$ cat src/rtl/fir_xifu_wb.sv
// Writeback stage of the FIR XIFU pipeline.
// Takes the registered execute payload and, for loads, waits for the matching LSU result.
// It then writes the XIFU register file and returns the X-interface result to the core.
// The execute stage is held off via ready_o while a transaction is outstanding.
module fir_xifu_wb #(
  parameter int unsigned X_ID_WIDTH = 4,
  parameter int unsigned NREGS      = 8
) (
  input  logic                     clk_i,
  input  logic                     rst_ni,
  input  logic                     clear_i,
  // execute-to-writeback payload
  input  logic                     ex_valid_i,
  input  logic [1:0]               ex_instr_i,
  input  logic [X_ID_WIDTH-1:0]    ex_id_i,
  input  logic [4:0]               ex_rd_i,
  input  logic [4:0]               ex_rs1_i,
  input  logic [31:0]              ex_result_i,
  output logic                     ready_o,
  // core LSU memory result
  input  logic                     mem_result_valid_i,
  input  logic [X_ID_WIDTH-1:0]    mem_result_id_i,
  input  logic [31:0]              mem_result_rdata_i,
  input  logic                     mem_result_err_i,
  // X-interface result
  output logic                     result_valid_o,
  input  logic                     result_ready_i,
  output logic [X_ID_WIDTH-1:0]    result_id_o,
  output logic [31:0]              result_data_o,
  output logic [4:0]               result_rd_o,
  output logic                     result_we_o,
  output logic                     result_exc_o,
  // XIFU register-file write port
  output logic                     rf_we_o,
  output logic [$clog2(NREGS)-1:0] rf_waddr_o,
  output logic [31:0]              rf_wdata_o
);

  localparam int unsigned AddrW = $clog2(NREGS);

  localparam logic [1:0] StIdle    = 2'd0;
  localparam logic [1:0] StWaitMem = 2'd1;
  localparam logic [1:0] StWaitRes = 2'd2;

  localparam logic [1:0] InstrNone = 2'd0;
  localparam logic [1:0] InstrLw   = 2'd1;
  localparam logic [1:0] InstrSw   = 2'd2;
  localparam logic [1:0] InstrDotp = 2'd3;

  logic [1:0]            state_q, state_d;
  logic [1:0]            instr_q, instr_d;
  logic [X_ID_WIDTH-1:0] id_q, id_d;
  logic [4:0]            rd_q, rd_d;
  logic [4:0]            rs1_q, rs1_d;
  logic [31:0]           res_q, res_d;
  logic                  err_q, err_d;
  logic                  rf_we_q, rf_we_d;
  logic [AddrW-1:0]      rf_waddr_q, rf_waddr_d;
  logic [31:0]           rf_wdata_q, rf_wdata_d;

  logic capture;
  logic mem_hit;
  logic is_lw;
  logic is_sw;
  logic is_dotp;

  // Accept a new payload when idle, or in the same cycle the pending result is handshaken.
  always_comb begin
    ready_o = (state_q == StIdle) | ((state_q == StWaitRes) & result_ready_i);
    capture = ex_valid_i & ready_o & (ex_instr_i != InstrNone);
    mem_hit = (state_q == StWaitMem) & mem_result_valid_i & (mem_result_id_i == id_q);
  end

  // Next-state logic: FSM transitions, payload capture and the one-cycle rf write pulse.
  always_comb begin
    state_d    = state_q;
    instr_d    = instr_q;
    id_d       = id_q;
    rd_d       = rd_q;
    rs1_d      = rs1_q;
    res_d      = res_q;
    err_d      = err_q;
    rf_we_d    = 1'b0;
    rf_waddr_d = rf_waddr_q;
    rf_wdata_d = rf_wdata_q;

    unique case (state_q)
      StIdle: begin
      end
      StWaitMem: begin
        // Results carrying another id belong to someone else and are ignored.
        if (mem_hit) begin
          state_d    = StWaitRes;
          err_d      = mem_result_err_i;
          rf_we_d    = ~mem_result_err_i;
          rf_waddr_d = rd_q[AddrW-1:0];
          rf_wdata_d = mem_result_rdata_i;
        end
      end
      StWaitRes: begin
        if (result_ready_i) begin
          state_d = StIdle;
        end
      end
      default: begin
        state_d = StIdle;
      end
    endcase

    // Capture overrides the handshake-to-idle transition for back-to-back issue.
    if (capture) begin
      instr_d = ex_instr_i;
      id_d    = ex_id_i;
      rd_d    = ex_rd_i;
      rs1_d   = ex_rs1_i;
      res_d   = ex_result_i;
      err_d   = 1'b0;
      state_d = (ex_instr_i == InstrLw) ? StWaitMem : StWaitRes;
      if (ex_instr_i == InstrDotp) begin
        rf_we_d    = 1'b1;
        rf_waddr_d = ex_rd_i[AddrW-1:0];
        rf_wdata_d = ex_result_i;
      end
    end
  end

  // State registers; clear flushes everything like reset, dropping any pending instruction.
  always_ff @(posedge clk_i or negedge rst_ni) begin
    if (!rst_ni) begin
      state_q    <= StIdle;
      instr_q    <= InstrNone;
      id_q       <= '0;
      rd_q       <= '0;
      rs1_q      <= '0;
      res_q      <= '0;
      err_q      <= 1'b0;
      rf_we_q    <= 1'b0;
      rf_waddr_q <= '0;
      rf_wdata_q <= '0;
    end else if (clear_i) begin
      state_q    <= StIdle;
      instr_q    <= InstrNone;
      id_q       <= '0;
      rd_q       <= '0;
      rs1_q      <= '0;
      res_q      <= '0;
      err_q      <= 1'b0;
      rf_we_q    <= 1'b0;
      rf_waddr_q <= '0;
      rf_wdata_q <= '0;
    end else begin
      state_q    <= state_d;
      instr_q    <= instr_d;
      id_q       <= id_d;
      rd_q       <= rd_d;
      rs1_q      <= rs1_d;
      res_q      <= res_d;
      err_q      <= err_d;
      rf_we_q    <= rf_we_d;
      rf_waddr_q <= rf_waddr_d;
      rf_wdata_q <= rf_wdata_d;
    end
  end

  // Result fields come straight from latched state so they hold stable while stalled.
  always_comb begin
    is_lw   = (instr_q == InstrLw);
    is_sw   = (instr_q == InstrSw);
    is_dotp = (instr_q == InstrDotp);

    result_valid_o = (state_q == StWaitRes);
    result_id_o    = id_q;
    result_data_o  = res_q;
    // Loads/stores post-increment the core base register; dot-products report their rd.
    result_rd_o    = is_dotp ? rd_q : rs1_q;
    result_we_o    = result_valid_o & ((is_lw & ~err_q) | is_sw);
    result_exc_o   = result_valid_o & is_lw & err_q;

    rf_we_o    = rf_we_q;
    rf_waddr_o = rf_waddr_q;
    rf_wdata_o = rf_wdata_q;
  end

endmodule
$ cat config.mk
export PLATFORM = sky130hd
export DESIGN_NAME = fir_xifu_wb
export DESIGN_NICKNAME = d
export VERILOG_FILES = /design/src/rtl/fir_xifu_wb.sv
export SDC_FILE = /design/constraint.sdc
export NUM_CORES = 1
export LEC_CHECK = 0
export CAP_MARGIN = 40
export CORE_MARGIN = 2
export CORE_UTILIZATION = 55
export CTS_CLUSTER_DIAMETER = 30
export DETAILED_ROUTE_END_ITERATION = 8
export DONT_BUFFER_PORTS = 1
export PLACE_DENSITY = 0.73
export SYNTH_ARGS = -nofsm -noshare
export SYNTH_HDL_FRONTEND = slang
export SYNTH_SLANG_ARGS = --single-unit
$ cat constraint.sdc
create_clock -name clk_i -period 1.4 [get_ports clk_i]
set_input_delay 0.42 -clock clk_i [delete_from_list [all_inputs] [get_ports clk_i]]
set_output_delay 0.42 -clock clk_i [all_outputs]
set_load 0.02 [all_outputs]
# Word level (Yosys, flattened, before mapping)
# Index checks and enable logic that the tools add are counted.
word_totals:
  ff_bits: 87
  in_bits: 91
  out_inout_bits: 81
  wordCells: 77
op_classes:
  eq_ne: 11
  mux: 36
  n_bitwise: 13
  n_reduce_logical: 7
op_table:
  columns: ["operator", "n"]
  rows:
  - ["32-bit two-way mux", 7]
  - ["5-bit two-way mux", 5]
  - ["3-bit two-way mux", 5]
  - ["2-bit two-way mux", 7]
  - ["1-bit bitwise AND", 9]
  - ["1-bit two-way mux", 9]
  - ["2-bit equality test, second input constant", 4]
  - ["4-bit two-way mux", 2]
  - ["2-bit by 1-bit equality test with 1-bit output, second input constant", 3]
  - ["2-bit one-hot mux with 3 select lines", 1]
  - ["3-bit nonzero test", 2]
  - ["4-bit equality test", 1]
  - ["4-bit by 2-bit != test with 1-bit output, second input constant", 1]
  - ["4-bit != test, second input constant", 1]
  - ["2-bit nonzero test", 2]
  - ["3-bit != test, second input constant", 1]
  - ["3-bit AND reduction", 1]
  - ["2-bit zero test", 1]
  - ["1-bit inverter", 2]
  - ["1-bit OR", 2]
  - ["2-bit AND reduction", 1]

# Longest topological paths before layout
# Gate-level depths: netlist of run 1.
depth:
  ltp_word: 8
  mapped_depth: 7
  ltp_nobuf: 4

# Least setup slack after synthesis of run 1
# No wires, ideal clock.
synth_timing:
  kind: "register to register"
  start: "reg id_q[0], in the netlist result_id_o[0]"
  end: "reg rf_waddr_q[0], in the netlist rf_waddr_o[0]"
  setup_ps: 99
  arrival_ps: 1418
  required_ps: 1301
  slack_ps: -117
  stages_incl_launch_ff: 7
  n_path_buf: 2
  path_cell_list: "dfrtp_1 -> xor2_1 -> and3b_1 -> buf_6 -> buf_6 -> nand3_1 -> a311oi_1"
synth_between:
  elab_chain_len: 7
synth_rtl:
  columns: ["item", "line", "text"]
  rows:
  - ["start: declaration", "52", "logic [X_ID_WIDTH-1:0] id_q, id_d;"]
  - ["start signal: assignment", "154", "id_q <= id_d;"]
  - ["4-bit equality test (*)", "71", "mem_hit = (state_q == StWaitMem) & mem_result_valid_i & (mem_result_id_i == id_q);"]
  - ["1-bit bitwise AND (*)", "71", null]
  - ["3-bit two-way mux (*)", "92", "if (mem_hit) begin"]
  - ["3-bit two-way mux (*)", "87", "unique case (state_q)"]
  - ["3-bit two-way mux", "119", "if (ex_instr_i == InstrDotp) begin"]
  - ["3-bit two-way mux (*)", "111", "if (capture) begin"]
  - ["3-bit two-way mux (*)", "140", "end else if (clear_i) begin"]
  - ["end signal: assignment", "160", "rf_waddr_q <= rf_waddr_d;"]
  - ["end: declaration", "58", "logic [AddrW-1:0] rf_waddr_q, rf_waddr_d;"]
# Mark *: on every way between the ends. The rest lies on a longest branch, timed or not.
# A chain may end at the register's enable or synchronous reset.

# Final worst setup path of run 1
layout_timing:
  start: "reg state_q[1]"
  end: "reg rf_wdata_q[19], in the netlist rf_wdata_o[19]"
layout_between:
  elab_chain_len: 8
  word_cells_on_any_way: 14
layout_rtl:
  columns: ["item", "line", "text"]
  rows:
  - ["start: declaration", "50", "logic [1:0] state_q, state_d;"]
  - ["start signal: assignment", "130", "state_q <= StIdle;"]
  - ["start signal: assignment", "141", "state_q <= StIdle;"]
  - ["start signal: assignment", "152", "state_q <= state_d;"]
  - ["2-bit by 1-bit equality test with 1-bit output", "71, 87", null]
  - ["1-bit bitwise AND (2 in a row)", "71", null]
  - ["32-bit two-way mux", "92", null]
  - ["32-bit two-way mux", "87", null]
  - ["32-bit two-way mux", "119", null]
  - ["32-bit two-way mux (*)", "111", null]
  - ["32-bit two-way mux (*)", "140", null]
  - ["end signal: assignment", "161", "rf_wdata_q <= rf_wdata_d;"]
  - ["end: declaration", "59", "logic [31:0] rf_wdata_q, rf_wdata_d;"]
# Marked as above.

==> impl_metrics.py, run 1 <==
metrics = {
    "synth": {
        "synth_ff_type": "dfrtp_1",
        "synth_top_area_frac": 0.528,
        "syn_inst": 458,
        "yosys_warnings": 0,
        "ys_seq_elements": 87,
        "synth-async-reset-ratio": 1.00,
        "syn_avg_cell_area_um2": 9.01,
        "synthMostInstantiatedCell": "nand2_1",
        "yosysSeqAreaShare": 0.528,
        "synth_edf_count": 0,
        "synth.area.top_cells": "dfrtp_1 (53%), nand2_1 (8.8%), a311oi_1 (7.4%)",
        "mappedNetlistNets": 549,
        "synth_common_cells": "nand2_1 (97), dfrtp_1 (87), a21oi_1 (51)",
        "synthDistinctLibCells": 33,
        "synth_area_um2": 4130,
        "synth_area_leader_cell": "dfrtp_1",
    },
    "cells_and_area": {
        "multi_input_area_um2": 2940,
        "num_antenna_cells": 0,
        "nFillCells": 196,
        "drive_gt1_frac": 0.625,
        "syn2layout_area_growth_pct": 64.9,
        "final-seq-area_um2": 2180,
        "instances_no_fill": 611,
        "nets": 598,
    },
    "drt": {
        "remaining_drc_errors": 0,
        "wirelength_um": 18400,
        "viasPerCell": 7.17,
        "wl_met2_um": 9120,
        "drt_iter0_drc": 440,
        "drt_pre_antenna_iters": 4,
        "wl_per_cell_um": 30.1,
        "wl_met3_um": 1880,
        "num_vias": 4382,
        "ant_nets": 0,
        "top_layer_used": "met4",
        "wl_met1_um": 6210,
    },
    "cts": {
        "path_clk_slew_ns": 0.09,
        "clockBufferDepth": 2,
        "cts_buffers": 9,
        "clkSinkCount": 87,
        "cts_tree": "built",
        "htreeDepth": 3,
        "worstSkewPairLatency_ns": 0.37,
        "root_buffer": "clkbuf_8",
    },
    "worst_setup_path": {
        "critPathMaxFanout": 4,
        "crit_path_max_incr_delay_ns": 0.44,
        "startpoint_type": "flop",
        "critPathCaptureType": "flop",
        "cp.arrival_ns": 2.15,
        "crit_buf_inv": 4,
        "path_cells": "buf_6 > nor2b_4 > and3b_2 > buf_12 > buf_16 > buf_12 > nand3_2 > a311oi_2",
        "crit_path_frequent_cell": "buf_12",
        "worst-setup-path-type": "reg2reg",
        "crit_path_top_delay_cell": "dfrtp_1",
        "required_ns": 1.65,
        "cp_top_family": "buffers and inverters",
    },
    "sta": {
        "fin_skew_ns": 0.00757,
        "worst_slack_ns": -0.502,
        "worst_pin_slew_ns": 0.366,
        "max_freq_mhz": 526,
        "fin_crit_ns": 1.90,
        "slew_viol_final": 0,
        "hold_viol": 87,
        "hold_ws_ns": -0.264,
        "period_share": 1.36,
        "setup_viol": 94,
        "slew-limit-headroom": 0.754,
        "rsz0062_at_grt": "true",
    },
    "power": {
        "p_per_area_nw_per_um2": 961,
        "p_leak_nw": 2.84,
        "pwr-share-clk": 0.332,
        "seqPwrFrac": 0.449,
        "sw_frac_of_total": 0.299,
        "power_switching_mw": 1.96,
        "irDropWorstVdd_mv": 0.892,
        "power.internal_mw": 4.58,
        "p_comb_frac": 0.219,
    },
    "placement": {
        "portBuffers": 0,
        "dp_hpwl_um": 7480,
        "globalplace.congestion": 0.854,
        "dp_cells": 547,
        "place_ws_ns": -0.159,
    },
    "run_status": {
        "violations": "hold timing, setup timing",
        "status": "complete, but fails checks",
    },
    "die": {
        "die_h_um": 90.6,
        "fp.dieW_um": 90.6,
        "start_util": 0.569,
        "dieArea_um2": 8210,
        "io_pins": 172,
        "coreArea_um2": 7250,
        "rows": 31,
    },
    "job": {
        "drv_cap": 0,
    },
    "min_path": {
        "hp-class": "in2async",
    },
    "global_route": {
        "antenna_found_initial": 0,
        "grt_pass1_vias": 4039,
        "grt_overflow_total": 0,
        "grt_pass1_wl_um": 22100,
        "grt_max_degree": 88,
        "grt_use_total": 0.345,
    },
}
sequential cells by signal, summed over array words and instances (netlist names), 2 cells and up:
name / count
rd_q: 5
result_id_o: 4
result_data_o: 32
rf_waddr_o: 3
instr_q: 2
rf_wdata_o: 32
state_q: 2
rs1_q: 5
final cells by class:
cell class | count | area share
Multi-Input combinational cell | 325 | 0.433
Sequential cell | 87 | 0.321
Timing Repair Buffer | 82 | 0.192
Clock buffer | 13 | 0.0219
Tap cell | 99 | 0.0182
Clock inverter | 3 | 0.0132
Inverter | 2 | 0.00110
worst reg2reg max path, stage by stage, from the launching register on:
cell      delay [ns]
dfrtp_1         0.44
buf_6           0.14
nor2b_4         0.12
and3b_2         0.28
buf_12          0.16
buf_16          0.13
buf_12          0.11
nand3_2         0.08
a311oi_2        0.33
logic make-up (layout without fill, tap and decap cells):
| kind of cell | count (synthesis) | in the layout | synth area share |
|---|---|---|---|
| multiplexers | 5 | 5 | 0.0136 |
| XOR/XNOR | 4 | 4 | 0.00849 |
| buffers and inverters | 46 | 100 | 0.0616 |
| AO/OA/AOI/OAI | 128 | 128 | 0.192 |
| flip-flops | 87 | 87 | 0.528 |
| AND/OR/NAND/NOR | 188 | 188 | 0.197 |
what timing repair did:
item,4_1_cts,5_1_grt
gates cloned,15,9
endpoints found under the setup margin,94,95
resized for setup,190,179
pin swaps,86,105
endpoints found under the hold margin,87,87
setup buffers,26,12
power by group through the flow:
stage	combinational [mW]	sequential, mW	clock (mW)
final	1.44	2.93	2.17
after global placement	0.626	2.93	0
after detailed placement	0.649	2.94	0
after global routing	1.48	2.94	2.27
after CTS	1.15	2.91	2.12
after floorplan	0.450	2.92	0
routing by layer:
metal / vias up / global-route usage
met1: 2158 / 0.415
li1: 1724 / -
met5: - / 0
met3: 130 / 0.107
met4: 0 / 0.137
met2: 370 / 0.580
placed cells by master, fill, tap and decap left out, drive strengths merged:
cell type and n:
clkbuf 20, mux2 5, nor4bb 1, inv 2, nor2b 2, xnor2 3, nand4 1, and3b 1
nand3b 1, and3 1, or3 1, or2 1, nand2 97, o21ai 37, xor2 1, a311oi 35
a211oi 3, nor2 37, bufinv 3, nand3 39, a21oi 51, nor3 3, nand2b 2, o211a 1
buf 75, and2b 1, o211ai 1, dfrtp 87
final timing paths:
path	start	cells past startpoint	to	slack, ns
setup / recovery	state_q[1]	8	rf_wdata_o[19]	-0.50
hold / removal	rst_ni	0	result_data_o[15]	-0.26
setup reg to reg	state_q[1]	8	rf_wdata_o[19]	-0.50
hold reg to reg	rs1_q[0]	2	rs1_q[0]	0.53
max in group asynchronous	rst_ni	0	result_id_o[0]	1.53
min in group clk_i	clear_i	1	rf_wdata_o[18]	0.11
per-stage QoR:
step | utilization | TNS, ns | power, mW | cell area [um^2] | hold WS (ns)
floorplan | - | -1.41 | 3.37 | 4150 | 0.124
global placement | 0.614 | -4.46 | 3.56 | 4450 | 0.126
detailed placement | 0.614 | -6.54 | 3.59 | 4450 | 0.126
CTS | 0.821 | -15.60 | 6.18 | 5960 | -0.259
global route | 0.938 | -25.29 | 6.70 | 6800 | -0.275
finish | 0.938 | -22.99 | 6.54 | 6800 | -0.264
(Power assumes the default switching activity.)
==> run 2, diff against run 1 <==
Settings changed: HOLD_SLACK_MARGIN set to 0.06.
==> results of run 2 <==
No change in the layout: final DEF, timing and power equal those of run 1.
